File: src/rtl/fifo_rd_ctrl.sv
// Read-side sequencer: drains the UART FIFO into uart_tx one byte at a time.
// Optional macro FIFO_RD_STAT_EN adds the tx_byte_cnt counter and flush_evt pulse.

module fifo_rd_ctrl #(
  parameter int unsigned START_LEVEL  = 16,
  parameter int unsigned FLUSH_CYCLES = 50000,
  parameter int unsigned RD_LATENCY   = 1
) (
  input  logic        sys_clk,
  input  logic        sys_rst_n,
  input  logic        fifo_empty,
  input  logic [8:0]  fifo_rd_count,
  input  logic [7:0]  fifo_rd_data,
  output logic        fifo_rd_en,
  input  logic        tx_busy,
  output logic        tx_start,
  output logic [7:0]  tx_data,
  output logic        drain_active
`ifdef FIFO_RD_STAT_EN
  ,
  output logic [15:0] tx_byte_cnt,
  output logic        flush_evt
`endif
);

  localparam int unsigned CNT_W  = 9;
  localparam int unsigned DATA_W = 8;
  localparam int unsigned IDLE_W = 16;
  localparam int unsigned LAT_W  = 2;

  localparam logic [CNT_W-1:0]  START_LVL = CNT_W'(START_LEVEL);
  localparam logic [IDLE_W-1:0] IDLE_MAX  = IDLE_W'(FLUSH_CYCLES - 1);
  localparam logic [LAT_W-1:0]  LAT_LAST  = LAT_W'(RD_LATENCY - 1);

  typedef enum logic [4:0] {
    ST_IDLE     = 5'b00001,
    ST_RD_REQ   = 5'b00010,
    ST_RD_WAIT  = 5'b00100,
    ST_TX_START = 5'b01000,
    ST_TX_WAIT  = 5'b10000
  } state_e;

  state_e              r_state;
  state_e              w_state_nxt;
  logic [LAT_W-1:0]    r_lat_cnt;
  logic [LAT_W-1:0]    w_lat_cnt_nxt;
  logic [IDLE_W-1:0]   r_idle_cnt;
  logic [IDLE_W-1:0]   w_idle_cnt_nxt;
  logic [DATA_W-1:0]   r_tx_data;
  logic [DATA_W-1:0]   w_tx_data_nxt;
  logic                r_tx_first;
  logic                w_tx_first_nxt;
  logic                r_fifo_rd_en;
  logic                r_tx_start;
  logic                r_drain_active;
  logic                w_level_hit;
  logic                w_timeout;

  // 9-bit compare so a full FIFO (256) meets START_LEVEL=256
  assign w_level_hit = (fifo_rd_count >= START_LVL);
  assign w_timeout   = (r_idle_cnt == IDLE_MAX);

  // Next-state and counter logic
  always_comb begin
    w_state_nxt    = r_state;
    w_lat_cnt_nxt  = r_lat_cnt;
    w_idle_cnt_nxt = r_idle_cnt;
    w_tx_data_nxt  = r_tx_data;
    w_tx_first_nxt = 1'b0;

    unique case (r_state)
      ST_IDLE: begin
        if (fifo_empty) begin
          w_idle_cnt_nxt = '0;
        end else if (!w_timeout) begin
          w_idle_cnt_nxt = r_idle_cnt + IDLE_W'(1);
        end
        if (!fifo_empty && !tx_busy && (w_level_hit || w_timeout)) begin
          w_state_nxt    = ST_RD_REQ;
          w_idle_cnt_nxt = '0;
        end
      end
      ST_RD_REQ: begin
        w_state_nxt   = ST_RD_WAIT;
        w_lat_cnt_nxt = '0;
      end
      ST_RD_WAIT: begin
        if (r_lat_cnt == LAT_LAST) begin
          w_tx_data_nxt = fifo_rd_data;
          w_lat_cnt_nxt = '0;
          w_state_nxt   = ST_TX_START;
        end else begin
          w_lat_cnt_nxt = r_lat_cnt + LAT_W'(1);
        end
      end
      ST_TX_START: begin
        w_state_nxt    = ST_TX_WAIT;
        w_tx_first_nxt = 1'b1;
      end
      ST_TX_WAIT: begin
        // uart_tx raises busy a cycle late, so the first cycle is skipped
        if (!r_tx_first && !tx_busy) begin
          w_state_nxt = fifo_empty ? ST_IDLE : ST_RD_REQ;
        end
      end
      default: begin
        w_state_nxt    = ST_IDLE;
        w_lat_cnt_nxt  = '0;
        w_idle_cnt_nxt = '0;
      end
    endcase
  end

  // State register; pulses are decoded from the next state so they are registered
  always_ff @(posedge sys_clk or negedge sys_rst_n) begin
    if (!sys_rst_n) begin
      r_state        <= ST_IDLE;
      r_lat_cnt      <= '0;
      r_idle_cnt     <= '0;
      r_tx_data      <= '0;
      r_tx_first     <= 1'b0;
      r_fifo_rd_en   <= 1'b0;
      r_tx_start     <= 1'b0;
      r_drain_active <= 1'b0;
    end else begin
      r_state        <= w_state_nxt;
      r_lat_cnt      <= w_lat_cnt_nxt;
      r_idle_cnt     <= w_idle_cnt_nxt;
      r_tx_data      <= w_tx_data_nxt;
      r_tx_first     <= w_tx_first_nxt;
      r_fifo_rd_en   <= (w_state_nxt == ST_RD_REQ);
      r_tx_start     <= (w_state_nxt == ST_TX_START);
      r_drain_active <= (w_state_nxt != ST_IDLE);
    end
  end

  assign fifo_rd_en   = r_fifo_rd_en;
  assign tx_start     = r_tx_start;
  assign tx_data      = r_tx_data;
  assign drain_active = r_drain_active;

`ifdef FIFO_RD_STAT_EN
  localparam int unsigned STAT_W = 16;

  logic [STAT_W-1:0] r_tx_byte_cnt;
  logic              r_flush_evt;

  // Byte counter tracks tx_start; flush_evt marks timeout-started bursts
  always_ff @(posedge sys_clk or negedge sys_rst_n) begin
    if (!sys_rst_n) begin
      r_tx_byte_cnt <= '0;
      r_flush_evt   <= 1'b0;
    end else begin
      if (w_state_nxt == ST_TX_START) begin
        r_tx_byte_cnt <= r_tx_byte_cnt + STAT_W'(1);
      end
      r_flush_evt <= (r_state == ST_IDLE) && (w_state_nxt == ST_RD_REQ) && !w_level_hit;
    end
  end

  assign tx_byte_cnt = r_tx_byte_cnt;
  assign flush_evt   = r_flush_evt;
`endif

endmodule

File: config.mk
export PLATFORM = sky130hd
export DESIGN_NAME = fifo_rd_ctrl
export DESIGN_NICKNAME = d
export VERILOG_FILES = /design/src/rtl/fifo_rd_ctrl.sv
export SDC_FILE = /design/constraint.sdc
export NUM_CORES = 1
export LEC_CHECK = 0
export ABC_AREA = 0
export CORE_MARGIN = 4
export CORE_UTILIZATION = 48
export CTS_CLUSTER_DIAMETER = 30
export CTS_CLUSTER_SIZE = 8
export DETAILED_ROUTE_END_ITERATION = 7
export DONT_BUFFER_PORTS = 1
export GPL_ROUTABILITY_DRIVEN = 0
export PLACE_DENSITY = 0.69
export RECOVER_POWER = 25
export SYNTH_ARGS = -nofsm -noshare
export SYNTH_HDL_FRONTEND = slang
export SYNTH_SLANG_ARGS = --single-unit
File: constraint.sdc
create_clock -name sys_clk -period 2.2 [get_ports sys_clk]
set_clock_uncertainty 0.15 [all_clocks]
set_input_delay 0.11 -clock sys_clk [delete_from_list [all_inputs] [get_ports sys_clk]]
set_output_delay 0.11 -clock sys_clk [all_outputs]
set_load 0.02 [all_outputs]
# [Word level (Yosys, flattened, before mapping)]
# Cells that the tools add are included.
[word_totals] inputBits=21 elab_cells=46 output_inout_bits=11 register_bits=35
[op_classes] n_bitwise=1 magnitude_cmp=1 n_eq_ne=10 n_addsub=2 n_reduce_logical=12 n_mux=12
[op_table] cell="2-to-1 mux 16 bit" n=3
[op_table] cell="case mux 16 bit (2 select lines)" n=1
[op_table] cell="case mux 5 bit (5 select lines)" n=1
[op_table] cell="adder 16 x 1 -> 16 bit, second input constant" n=1
[op_table] cell="equality test 16 bit, second input constant" n=1
[op_table] cell="2-to-1 mux 5 bit" n=3
[op_table] cell="equality test 5 x 2 -> 1 bit, second input constant" n=2
[op_table] cell="equality test 5 x 4 -> 1 bit, second input constant" n=2
[op_table] cell="greater-or-equal comparator 9 x 5 -> 1 bit, second input constant" n=1
[op_table] cell="equality test 5 x 1 -> 1 bit, second input constant" n=1
[op_table] cell="equality test 5 x 3 -> 1 bit, second input constant" n=1
[op_table] cell="equality test 5 bit, second input constant" n=1
[op_table] cell="inequality test 5 x 1 -> 1 bit, second input constant" n=1
[op_table] cell="2-to-1 mux 2 bit" n=2
[op_table] cell="inequality test 4 bit, second input constant" n=1
[op_table] cell="case mux 2 bit (2 select lines)" n=1
[op_table] cell="AND reduction 2 bit" n=2
[op_table] cell="OR reduction 4 bit" n=1
[op_table] cell="logical AND 1 bit" n=3
[op_table] cell="zero test 1 bit" n=3
[op_table] cell="OR reduction 3 bit" n=1
[op_table] cell="adder 2 x 1 -> 2 bit, second input constant" n=1
[op_table] cell="zero test 2 bit" n=1
[op_table] cell="logical OR 1 bit" n=1
[op_table] cell="2 further kinds" n=2

# [Longest topological paths before layout]
# Gate-level depths: netlist of run 1.
[depth] word_depth=6 depth_mapped=8 ltp_nobuf=6

# [Worst setup path after synthesis of run 1]
# OpenSTA, ideal clock, no wires.
[synth_timing] path_type="reg2reg" start="register r_state[0]" end="register r_idle_cnt[4]" path_slack_ns=0.224 setup_time_ns=0.126 t_arrival_ns=1.700 path_stages_with_launch=8 t_required_ns=1.924 period_less_slack_ns=1.976 n_path_buf=2 cell_sequence="dfstp_2 buf_4 nor4b_4 nand3_1 o22ai_1 buf_4 nor3_4 a221o_1"
[synth_via] elab_chain_cells=4 word_cells_on_any_way=10 classes_between="eq/ne: 6; mux: 1; bitwise: 1; reduce/logical: 2"
[synth_lines] item="start, declared" line_no="43" rtl="state_e r_state;"
[synth_lines] item="start signal, assigned" line_no="126" rtl="r_state <= w_state_nxt;"
[synth_lines] item="equality test 5 bit (tied with other cells)" line_no="71" rtl="unique case (r_state)"
[synth_lines] item="OR reduction 4 bit (no line)"
[synth_lines] item="NOT 1 bit (no line)"
[synth_lines] item="AND reduction 2 bit (no line)"
[synth_lines] item="end signal, assigned" line_no="128" rtl="r_idle_cnt <= w_idle_cnt_nxt;"
[synth_lines] item="end, declared" line_no="47" rtl="logic [IDLE_W-1:0] r_idle_cnt;"
# Parallel ways exist; a longest one is shown, timed or not.
# A chain may end at the register's enable or synchronous reset.

# [Worst setup path after layout of run 1]
[layout_timing] start="register r_idle_cnt[1]" end="register r_idle_cnt[14]"
[layout_via] elab_chain_cells=5 word_cells_on_any_way=10 classes_between="add/sub: 1; eq/ne: 2; mux: 4; reduce/logical: 3"
[layout_lines] item="adder 16 x 1 -> 16 bit / equality test 16 bit (equally long branches)" line_no="76, 61"
[layout_lines] item="2-to-1 mux 16 bit / logical OR 1 bit (equally long branches)" line_no="75, 78"
[layout_lines] item="2-to-1 mux 16 bit / logical AND 1 bit (equally long branches)" line_no="73, 78"
[layout_lines] item="2-to-1 mux 16 bit / inequality test 4 bit (equally long branches)"
[layout_lines] item="case mux 16 bit (2 select lines) / AND reduction 2 bit (equally long branches)"
# Parallel ways exist; a longest one is shown, timed or not. The select of a mux whose other input is x is not followed.

==> out/metrics.yaml, run 1 <==
port-buffer-count: 0
start_kind: "register"
final_cells: 268
p_comb_share_pct: 21.8
maxCapViolCount: 0
hpwl_um: 3050
ys.flop_type: "dfrtp_1"
status: "complete, no violations"
grt.overflow.total: 0
ys_seq_area_share_pct: 44.4
clk_latency_ns: 0.29
synth_edf_count: 0
worstSetupEndpointType: "register"
irDropWorstVdd_mv: 0.813
multi_input_area_um2: 986
clockBufferDepth: 2
worstSetupPathType: "reg -> reg"
grtUsageTotal_pct: 18.5
antennaDiodeCount: 0
finalCriticalPeriod_ns: 2.08
syn_nets: 217
tightestPinTransition_ns: 0.867
cts_sinks: 35
slew_headroom_pct: 42.2
grt_pass1_vias: 1603
root_buffer: "clkbuf_8"
leakage_nw: 1.02
place_inst: 243
drt_wl_total_um: 4360
die_w_um: 72.2
fin_nets: 241
switching_power_uw: 615
holdCritStartpoint: "fifo_empty"
synth_warnings: 0
dr.pass1.iters: 4
p_per_area_nw_per_um2: 856
finalWorstSetupSlack_ns: 0.120
swShare_pct: 30.6
crit_path_start: "r_idle_cnt[1]$_DFFE_PN0P_"
seqCellArea_um2: 878
synth_area_um2: 1980
tritoncts: "built"
vias_per_cell: 6.06
layout_common_cells: "dfrtp_1, buf_4, nor2_1"
hold_class: "in -> reg"
first_iter_violations: 122
post-place-ws_ns: 0.0530
core_um2: 4000
cts.clk_slew.worst_paths_ns: 0.08
rows: 23
crit_required_ns: 2.24
arrival_ns: 2.12
antenna_found_initial: 0
htree_levels: 2
drive_above_1_share_pct: 23.9
async_reset_ff_share_pct: 100
initial_core_util_pct: 49.4
p_clk_share_pct: 34.4
synthToLayoutAreaGrowth_pct: 18.7
cts_inserted_buffers: 5
cp_max_fo: 12
hold_viol: 0
rsz0062_at_grt: "true"
setup_violations: 0
yosys_register_bits: 35
fillers: 328
wl_per_cell_um: 16.3
synth_area_per_cell_um2: 10.2
die_y_um: 72.2
remaining_drc_errors: 0
grt_start_max_net_pins: 36
internal_power_mw: 1.40
p_seq_share_pct: 43.8
yosysUniqueCellTypes: 51
grt_pass1_wl_um: 7470
syn-instance-count: 193
slew_viol_final: 0
fmax_ghz: 0.481
worstReg2RegStart: "r_idle_cnt[1]$_DFFE_PN0P_"
final_common_cell: "dfrtp_1"
ios: 32
die-area_um2: 5210
final.period_utilization_pct: 94.5
vias: 1625
drtAntennaViolNets: 0
-- kinds of logic after synthesis --
| family | count (synthesis) | share of synthesized area (%) |
|---|---|---|
| AO/OA/AOI/OAI | 43 | 17.7 |
| adder cells (fa/ha/maj) | 3 | 1.90 |
| multiplexers | 8 | 4.56 |
| AND/OR/NAND/NOR | 79 | 24.7 |
| flip-flops | 35 | 44.4 |
| XOR/XNOR | 2 | 0.886 |
| buffers and inverters | 23 | 5.82 |
-- flip-flops by register name, indices dropped and copies added, names as in the netlist --
register / count
r_idle_cnt: 16
tx_data: 8
r_state: 5
r_lat_cnt: 2
drain_active: 1
fifo_rd_en: 1
r_tx_first: 1
tx_start: 1
-- path summary, 6_finish.rpt --
kind / to / slack [ns] / depth (start not counted)
max in group asynchronous: r_state[4]$_DFF_PN0_ / 0.99 / 2
max reg2reg: r_idle_cnt[14]$_DFFE_PN0P_ / 0.12 / 8
min in group asynchronous: fifo_rd_en$_DFF_PN0_ / 0.32 / 2
min reg2reg: r_lat_cnt[0]$_DFFE_PN0N_ / 0.36 / 1
min: r_idle_cnt[1]$_DFFE_PN0P_ / 0.11 / 4
max: r_idle_cnt[14]$_DFFE_PN0P_ / 0.12 / 8
-- Yosys cell counts, types with 2 or more instances --
cell	count	area share, %
nor4b_1	2	0.89
buf_2	8	2.0
a21oi_1	6	1.5
inv_1	11	2.1
nor4b_4	2	2.4
nor3_1	5	1.3
o31ai_1	2	0.76
nor2_1	14	2.7
and3_1	5	1.6
dfrtp_1	34	43
a22oi_1	3	1.1
nand4_1	5	1.6
ha_1	3	1.9
and2_1	3	0.95
a21o_1	3	1.1
o21ai_0	6	1.5
nand3_1	12	3.0
or3_1	2	0.63
o311ai_2	3	2.5
nand2_1	12	2.3
a22o_1	7	3.1
nand3b_1	2	0.76
o22ai_1	3	0.95
nand2b_1	3	0.95
mux2_2	8	4.6
buf_4	3	1.1
nor4_1	2	0.63
-- repair_timing --
item | CTS | global route
buffers inserted | 0 | 5
hold buffers | 12 | 0
hold endpoints to repair | 48 | 0
gates resized for setup | 0 | 2
endpoints found under the setup margin | 0 | 20
-- critical path: stages (launching register included) --
cell	delay, ns
dfrtp_1	0.40
ha_1	0.21
and3_1	0.23
nand4_1	0.13
o22ai_1	0.09
buf_4	0.19
nand2b_1	0.15
buf_4	0.18
o311ai_2	0.26
-- power groups by stage --
stage               combinational, mW  sequential (mW)  clock (mW)
CTS                             0.387            0.899       0.712
global route                    0.486            0.896       0.735
global placement                0.330            0.902           0
finish                          0.438            0.880       0.692
floorplan                       0.322            0.858           0
detailed placement              0.353            0.909           0
-- final cells by class --
type                            count  area share (%)
Sequential cell                    35            37.4
Clock buffer                        5            2.93
Tap cell                           50            2.67
Inverter                           11            1.76
Multi-Input combinational cell    135            42.0
Timing Repair Buffer               29            10.3
Clock inverter                      3            2.88
-- per-layer routing --
layer | vias up | track usage, % | routed length, um
li1 | 757 | - | -
met1 | 785 | 22.2 | 1770
met2 | 77 | 31.0 | 2130
met3 | 6 | 5.26 | 390
met4 | 0 | 7.52 | 78
met5 | - | 0 | 0
-- per-stage QoR --
stage / total power [mW] / area (um2) / hold slack [ns] / setup TNS (ns) / utilization [%]
after floorplan: 1.18 / 1980 / -0.336 / 0 / -
after global placement: 1.23 / 2060 / -0.335 / 0 / 51.4
after detailed placement: 1.26 / 2060 / -0.335 / 0 / 51.4
after CTS: 2.00 / 2320 / 0.0979 / 0 / 58.1
after global routing: 2.12 / 2350 / 0.114 / -0.0523 / 58.7
final: 2.01 / 2350 / 0.107 / 0 / 58.7
Note: power is estimated with default switching activity, not from simulation.
==> run 2: changes to the inputs <==
--- a/config.mk
+++ b/config.mk
@@ -7,13 +7,13 @@
 export LEC_CHECK = 0
 export ABC_AREA = 0
 export CORE_MARGIN = 4
-export CORE_UTILIZATION = 48
+export CORE_UTILIZATION = 40
 export CTS_CLUSTER_DIAMETER = 30
 export CTS_CLUSTER_SIZE = 8
 export DETAILED_ROUTE_END_ITERATION = 7
 export DONT_BUFFER_PORTS = 1
 export GPL_ROUTABILITY_DRIVEN = 0
-export PLACE_DENSITY = 0.69
+export PLACE_DENSITY = 0.6
 export RECOVER_POWER = 25
 export SYNTH_ARGS = -nofsm -noshare
 export SYNTH_HDL_FRONTEND = slang
==> out/metrics.yaml, run 2 (same netlist as run 1, synthesis figures left out) <==
final_common_cell: "dfrtp_1"  # unchanged
tightestPinTransition_ns: 0.879  # was 0.867 ns
slew_headroom_pct: 41.4  # was 42.2%
hpwl_um: 2950  # was 3050 um
p_seq_share_pct: 46.0  # was 43.8%
finalCriticalPeriod_ns: 2.09  # was 2.08 ns
grt_pass1_wl_um: 7600  # was 7470 um
rsz0062_at_grt: "false"  # was true
hold_class: "in -> reg"  # unchanged
grt_pass1_vias: 1694  # was 1603
start_kind: "register"  # unchanged
initial_core_util_pct: 41.6  # was 49.4%
p_comb_share_pct: 22.0  # was 21.8%
placed_cell_area_um2: 2100  # was 2060 um2
largest_register: "r_idle_cnt"  # unchanged
fmax_ghz: 0.478  # was 0.481 GHz
vias: 1573  # was 1625
worstSetupEndpointType: "register"  # unchanged
holdCritStartpoint: "fifo_empty"  # unchanged
vias_per_cell: 5.58  # was 6.06
finalWorstSetupSlack_ns: 0.109  # was 0.120 ns
core_um2: 4750  # was 4000 um2
r2r-end: "r_idle_cnt[5]$_DFFE_PN0P_"  # was r_idle_cnt[14]$_DFFE_PN0P_
hold_depth: 4  # unchanged
grtUsageTotal_pct: 15.4  # was 18.5%
htree_levels: 2  # unchanged
cts_setup_buffers: 0  # unchanged
crit_required_ns: 2.24  # about the same
setup_violations: 0  # unchanged
remaining_drc_errors: 0  # unchanged
final.period_utilization_pct: 95.0  # was 94.5%
worstSetupPathType: "reg -> reg"  # unchanged
fin_setup_tns_ns: 0  # unchanged
largest_reg_flops: 16  # unchanged
post-place-ws_ns: 0.0963  # was 0.0530 ns
arrival_ns: 2.13  # was 2.12 ns
ios: 32  # unchanged
drive_above_1_share_pct: 23.7  # was 23.9%
die_w_um: 78.3  # was 72.2 um
maxCapViolCount: 0  # unchanged
r2r_cells: 7  # was 8
reg2reg_slack_ns: 0.11  # was 0.12 ns
crit_path_start: "r_idle_cnt[0]$_DFFE_PN0P_"  # was r_idle_cnt[1]$_DFFE_PN0P_
first_iter_violations: 138  # was 122
p_clk_share_pct: 32.0  # was 34.4%
cts.clk_slew.worst_paths_ns: 0.08  # about the same
p_per_area_nw_per_um2: 813  # was 856 nW/um2
clk_latency_ns: 0.29  # about the same
irDropWorstVdd_mv: 0.556  # was 0.813 mV
wl_per_cell_um: 15.3  # was 16.3 um
switching_power_uw: 627  # was 615 uW
grt_start_max_net_pins: 36  # unchanged
layout_common_cells: "dfrtp_1, nor2_1, buf_4"  # was dfrtp_1, buf_4, nor2_1
fin_nets: 238  # was 241
worstReg2RegStart: "r_idle_cnt[0]$_DFFE_PN0P_"  # was r_idle_cnt[1]$_DFFE_PN0P_
cp_max_fo: 9  # was 12
drtAntennaViolNets: 0  # unchanged
leakage_nw: 0.999  # was 1.02 nW
dr.pass1.iters: 4  # unchanged
root_buffer: "clkbuf_8"  # unchanged
port-buffer-count: 0  # unchanged
antenna_found_initial: 0  # unchanged
cts_inserted_buffers: 5  # unchanged
hold_viol: 0  # unchanged
tritoncts: "built"  # unchanged
stdcell_area_um2: 2350  # about the same
die_y_um: 78.3  # was 72.2 um
slew_viol_final: 0  # unchanged
die-area_um2: 6130  # was 5210 um2
swShare_pct: 32.9  # was 30.6%
synthToLayoutAreaGrowth_pct: 18.7  # about the same
drt_wl_total_um: 4320  # was 4360 um
antennaDiodeCount: 0  # unchanged
status: "complete, no violations"  # unchanged
internal_power_mw: 1.28  # was 1.40 mW
min_to: "r_idle_cnt[1]$_DFFE_PN0P_"  # unchanged
grt.overflow.total: 0  # unchanged
cts_sinks: 35  # unchanged
clockBufferDepth: 2  # unchanged
rows: 25  # was 23
run 2: power by group through the flow:
stage | sequential (mW) | combinational [mW] | clock (mW)
2_1_floorplan | 0.858 | 0.322 | 0
6_report | 0.878 | 0.419 | 0.610
5_1_grt | 0.891 | 0.467 | 0.651
3_3_place_gp | 0.888 | 0.372 | 0
4_1_cts | 0.878 | 0.421 | 0.621
3_5_place_dp | 0.889 | 0.386 | 0
run 2: what timing repair did:
action                                  in CTS  in global routing
endpoints found under the setup margin       0                 13
gates resized for setup                      0                  4
endpoints found under the hold margin       48                  0
hold buffers                                12                  0
run 2: layout make-up:
cell class | count | area (um2)
Fill cell | 452 | 2410
Multi-Input combinational cell | 135 | 992
Sequential cell | 35 | 880
Timing Repair Buffer | 26 | 233
Tap cell | 67 | 83.8
Clock buffer | 5 | 68.8
Clock inverter | 3 | 47.5
Inverter | 11 | 41.3
run 2: worst max-delay path, stage by stage, from the launching register on:
cell	delay [ns]
dfrtp_1	0.42
ha_1	0.24
and3_1	0.23
and4_4	0.16
o31ai_4	0.23
nand2b_1	0.09
buf_4	0.18
o311ai_2	0.27
run 2: metal layers:
layer,wire length [um],up-vias,part of all wire [%],GRT usage (%)
met4,44,0,1.0,6.82
met1,1920,762,45,19.0
met5,0,-,0,0
li1,-,747,-,-
met2,2150,60,50,25.9
met3,201,4,4.7,3.33
run 2: worst max path at each step:
stage                                     end  slack, ns  cells past startpoint
floorplan           r_idle_cnt[4]$_DFFE_PN0P_       0.22                      7
global placement       tx_data[0]$_DFFE_PN0P_       0.16                      5
detailed placement     tx_data[0]$_DFFE_PN0P_        0.1                      5
CTS                 r_idle_cnt[5]$_DFFE_PN0P_       0.07                      7
global route        r_idle_cnt[5]$_DFFE_PN0P_       0.02                      7
finish              r_idle_cnt[5]$_DFFE_PN0P_       0.11                      7
run 2: per-stage QoR:
stage	utilization, %	cells	power [mW]	hold slack, ns
floorplan	-	193	1.18	-0.336
global placement	44.3	262	1.26	-0.335
detailed placement	44.3	262	1.27	-0.335
CTS	49.4	282	1.92	0.0929
global route	49.3	282	2.01	0.103
finish	49.3	282	1.91	0.0949
==> run 3: changes to the inputs <==
--- a/config.mk
+++ b/config.mk
@@ -7,13 +7,13 @@
 export LEC_CHECK = 0
 export ABC_AREA = 0
 export CORE_MARGIN = 4
-export CORE_UTILIZATION = 40
+export CORE_UTILIZATION = 43
 export CTS_CLUSTER_DIAMETER = 30
 export CTS_CLUSTER_SIZE = 8
 export DETAILED_ROUTE_END_ITERATION = 7
 export DONT_BUFFER_PORTS = 1
 export GPL_ROUTABILITY_DRIVEN = 0
-export PLACE_DENSITY = 0.6
+export PLACE_DENSITY = 0.56
 export RECOVER_POWER = 25
 export SYNTH_ARGS = -nofsm -noshare
 export SYNTH_HDL_FRONTEND = slang
==> out/metrics.yaml, run 3 (same netlist as run 1, synthesis figures left out) <==
p_comb_share_pct: 24.0  # was 22.0%
hold_viol: 2  # was 0
grtUsageTotal_pct: 16.0  # was 15.4%
rows: 24  # was 25
hold_depth: 3  # was 4
internal_power_mw: 1.16  # was 1.28 mW
r2r-end: "r_idle_cnt[4]$_DFFE_PN0P_"  # was r_idle_cnt[5]$_DFFE_PN0P_
htree_levels: 2  # unchanged
irDropWorstVdd_mv: 0.506  # was 0.556 mV
synthToLayoutAreaGrowth_pct: 17.4  # was 18.7%
min_to: "fifo_rd_en$_DFF_PN0_"  # was r_idle_cnt[1]$_DFFE_PN0P_
leakage_nw: 0.992  # was 0.999 nW
die_w_um: 75.8  # was 78.3 um
violations: "hold timing"
vias: 1550  # was 1573
tightestPinTransition_ns: 0.417  # was 0.879 ns
grt_pass1_vias: 1574  # was 1694
swShare_pct: 34.0  # was 32.9%
final_common_cell: "dfrtp_1"  # unchanged
slew_headroom_pct: 72.0  # was 41.4%
vias_per_cell: 5.81  # was 5.58
rsz0062_at_grt: "false"  # unchanged
crit_required_ns: 2.21  # was 2.24 ns
fin_nets: 238  # unchanged
cts_inserted_buffers: 5  # unchanged
critical_path.top_delay_family: "simple AND/OR/NAND/NOR gates"  # was compound AO/OA/AOI/OAI gates
cp_max_fo: 5  # was 9
whs_ns: -0.0134  # was 0.0949 ns
path_cells: "nor4bb_2 -> nand4_1 -> o22ai_2 -> buf_4 -> nor3_4 -> a221o_1"  # was ha_1 -> and3_1 -> and4_4 -> o31ai_4 -> nand2b_1 -> buf_4 -> o311ai_2
cts_sinks: 35  # unchanged
finalCriticalPeriod_ns: 2.07  # was 2.09 ns
worstReg2RegStart: "r_idle_cnt[11]$_DFFE_PN0P_"  # was r_idle_cnt[0]$_DFFE_PN0P_
slew_viol_final: 0  # unchanged
hold_class: "in -> reg"  # unchanged
die-area_um2: 5750  # was 6130 um2
cp_num_buf_inv: 1  # unchanged
drt_wl_total_um: 4210  # was 4320 um
dr.pass1.iters: 4  # unchanged
switching_power_uw: 599  # was 627 uW
ios: 32  # unchanged
tritoncts: "built"  # unchanged
worstSetupEndpointType: "register"  # unchanged
start_kind: "register"  # unchanged
drtAntennaViolNets: 0  # unchanged
initial_core_util_pct: 44.8  # was 41.6%
clockBufferDepth: 2  # unchanged
die_y_um: 75.8  # was 78.3 um
antenna_found_initial: 0  # unchanged
hpwl_um: 2930  # was 2950 um
p_seq_share_pct: 50.3  # was 46.0%
fin_setup_tns_ns: 0  # unchanged
cts.clk_slew.worst_paths_ns: 0.08  # about the same
largest_reg_flops: 16  # unchanged
antennaDiodeCount: 0  # unchanged
first_iter_violations: 151  # was 138
root_buffer: "clkbuf_8"  # unchanged
clk_latency_ns: 0.28  # was 0.29 ns
arrival_ns: 2.08  # was 2.13 ns
maxCapViolCount: 0  # unchanged
cp_slowest_stage_delay_ns: 0.45  # was 0.42 ns
port-buffer-count: 0  # unchanged
remaining_drc_errors: 0  # unchanged
core_um2: 4410  # was 4750 um2
worstSetupPathType: "reg -> reg"  # unchanged
place_inst: 247  # was 262
layout_common_cells: "dfrtp_1, nor2_1, nand3_1, nand2_1, buf_4"  # was dfrtp_1, nor2_1, buf_4
grt_start_max_net_pins: 36  # unchanged
p_clk_share_pct: 25.7  # was 32.0%
final.period_utilization_pct: 94.2  # was 95.0%
setup_violations: 0  # unchanged
final_cells: 267  # was 282
grt_pass1_wl_um: 7130  # was 7600 um
drive_above_1_share_pct: 22.3  # was 23.7%
fmax_ghz: 0.482  # was 0.478 GHz
status: "complete, but fails checks"  # was complete, no violations
r2r_cells: 6  # was 7
wl_per_cell_um: 15.8  # was 15.3 um
grt.overflow.total: 0  # unchanged
reg2reg_slack_ns: 0.13  # was 0.11 ns
largest_register: "r_idle_cnt"  # unchanged
p_per_area_nw_per_um2: 760  # was 813 nW/um2
holdCritStartpoint: "tx_busy"  # was fifo_empty
cp_slowest_cell: "dfrtp_1"  # unchanged
==> run 3: repair_timing <==
| item | 4_1_cts | 5_1_grt |
|---|---|---|
| setup endpoints to repair | 0 | 2 |
| hold endpoints to repair | 48 | 0 |
| resized for setup | 0 | 4 |
| hold buffers | 12 | 0 |
| buffers inserted | 0 | 0 |
==> run 3: how the worst max path moves through the flow <==
stage / from / to / slack [ns] / cells past startpoint
6_report: r_idle_cnt[11]$_DFFE_PN0P_ / r_idle_cnt[4]$_DFFE_PN0P_ / 0.13 / 6
5_1_grt: r_state[1]$_DFF_PN0_ / tx_data[4]$_DFFE_PN0P_ / 0.001 / 4
4_1_cts: r_state[4]$_DFF_PN0_ / r_idle_cnt[11]$_DFFE_PN0P_ / 0.08 / 6
3_5_place_dp: r_state[4]$_DFF_PN0_ / r_idle_cnt[11]$_DFFE_PN0P_ / 0.12 / 6
3_3_place_gp: r_state[4]$_DFF_PN0_ / r_idle_cnt[11]$_DFFE_PN0P_ / 0.15 / 6
2_1_floorplan: r_state[0]$_DFF_PN1_ / r_idle_cnt[4]$_DFFE_PN0P_ / 0.22 / 7
==> run 3: cell type report <==
| cell class | instances | area, um2 |
|---|---|---|
| clock buffer | 6 | 72.6 |
| clock inverter | 2 | 12.5 |
| fill | 384 | 2090 |
| inverter | 11 | 41.3 |
| multi-input combinational | 135 | 1000 |
| sequential | 35 | 878 |
| tap | 52 | 65.1 |
| timing repair buffer | 26 | 251 |
==> run 3: power by group through the flow <==
stage | logic, mW | clock network, mW | registers, mW
after floorplan | 0.322 | 0 | 0.858
after global placement | 0.369 | 0 | 0.894
after global routing | 0.467 | 0.496 | 0.902
after detailed placement | 0.383 | 0 | 0.897
after CTS | 0.418 | 0.467 | 0.887
final | 0.423 | 0.454 | 0.887
==> run 3: worst min-delay path: cells and delay by family <==
kind             cells  cell delay, ns
AO/OA/AOI/OAI        2            0.22
AND/OR/NAND/NOR      1            0.05
==> run 3: per-layer routing <==
metal  routed length, um  GRT usage, %  up-vias  part of all wire [%]
li1                    -             -      748                     -
met1                1880          20.4      753                    45
met2                2050          26.7       45                    49
met3                 266          3.96        4                   6.3
met4                  18          4.85        0                  0.43
met5                   0             0        -                     0
==> run 3: through the flow <==
step | setup WS, ns | utilization (%) | hold slack, ns | power, mW | instance area [um2]
after floorplan | 0.224 | - | -0.336 | 1.18 | 1980
after global placement | 0.151 | 47.3 | -0.335 | 1.26 | 2090
after detailed placement | 0.119 | 47.3 | -0.335 | 1.28 | 2090
after CTS | 0.0840 | 52.1 | 0.00671 | 1.77 | 2300
after global routing | 0.00129 | 52.6 | 0.0119 | 1.87 | 2320
final | 0.127 | 52.6 | -0.0134 | 1.76 | 2320
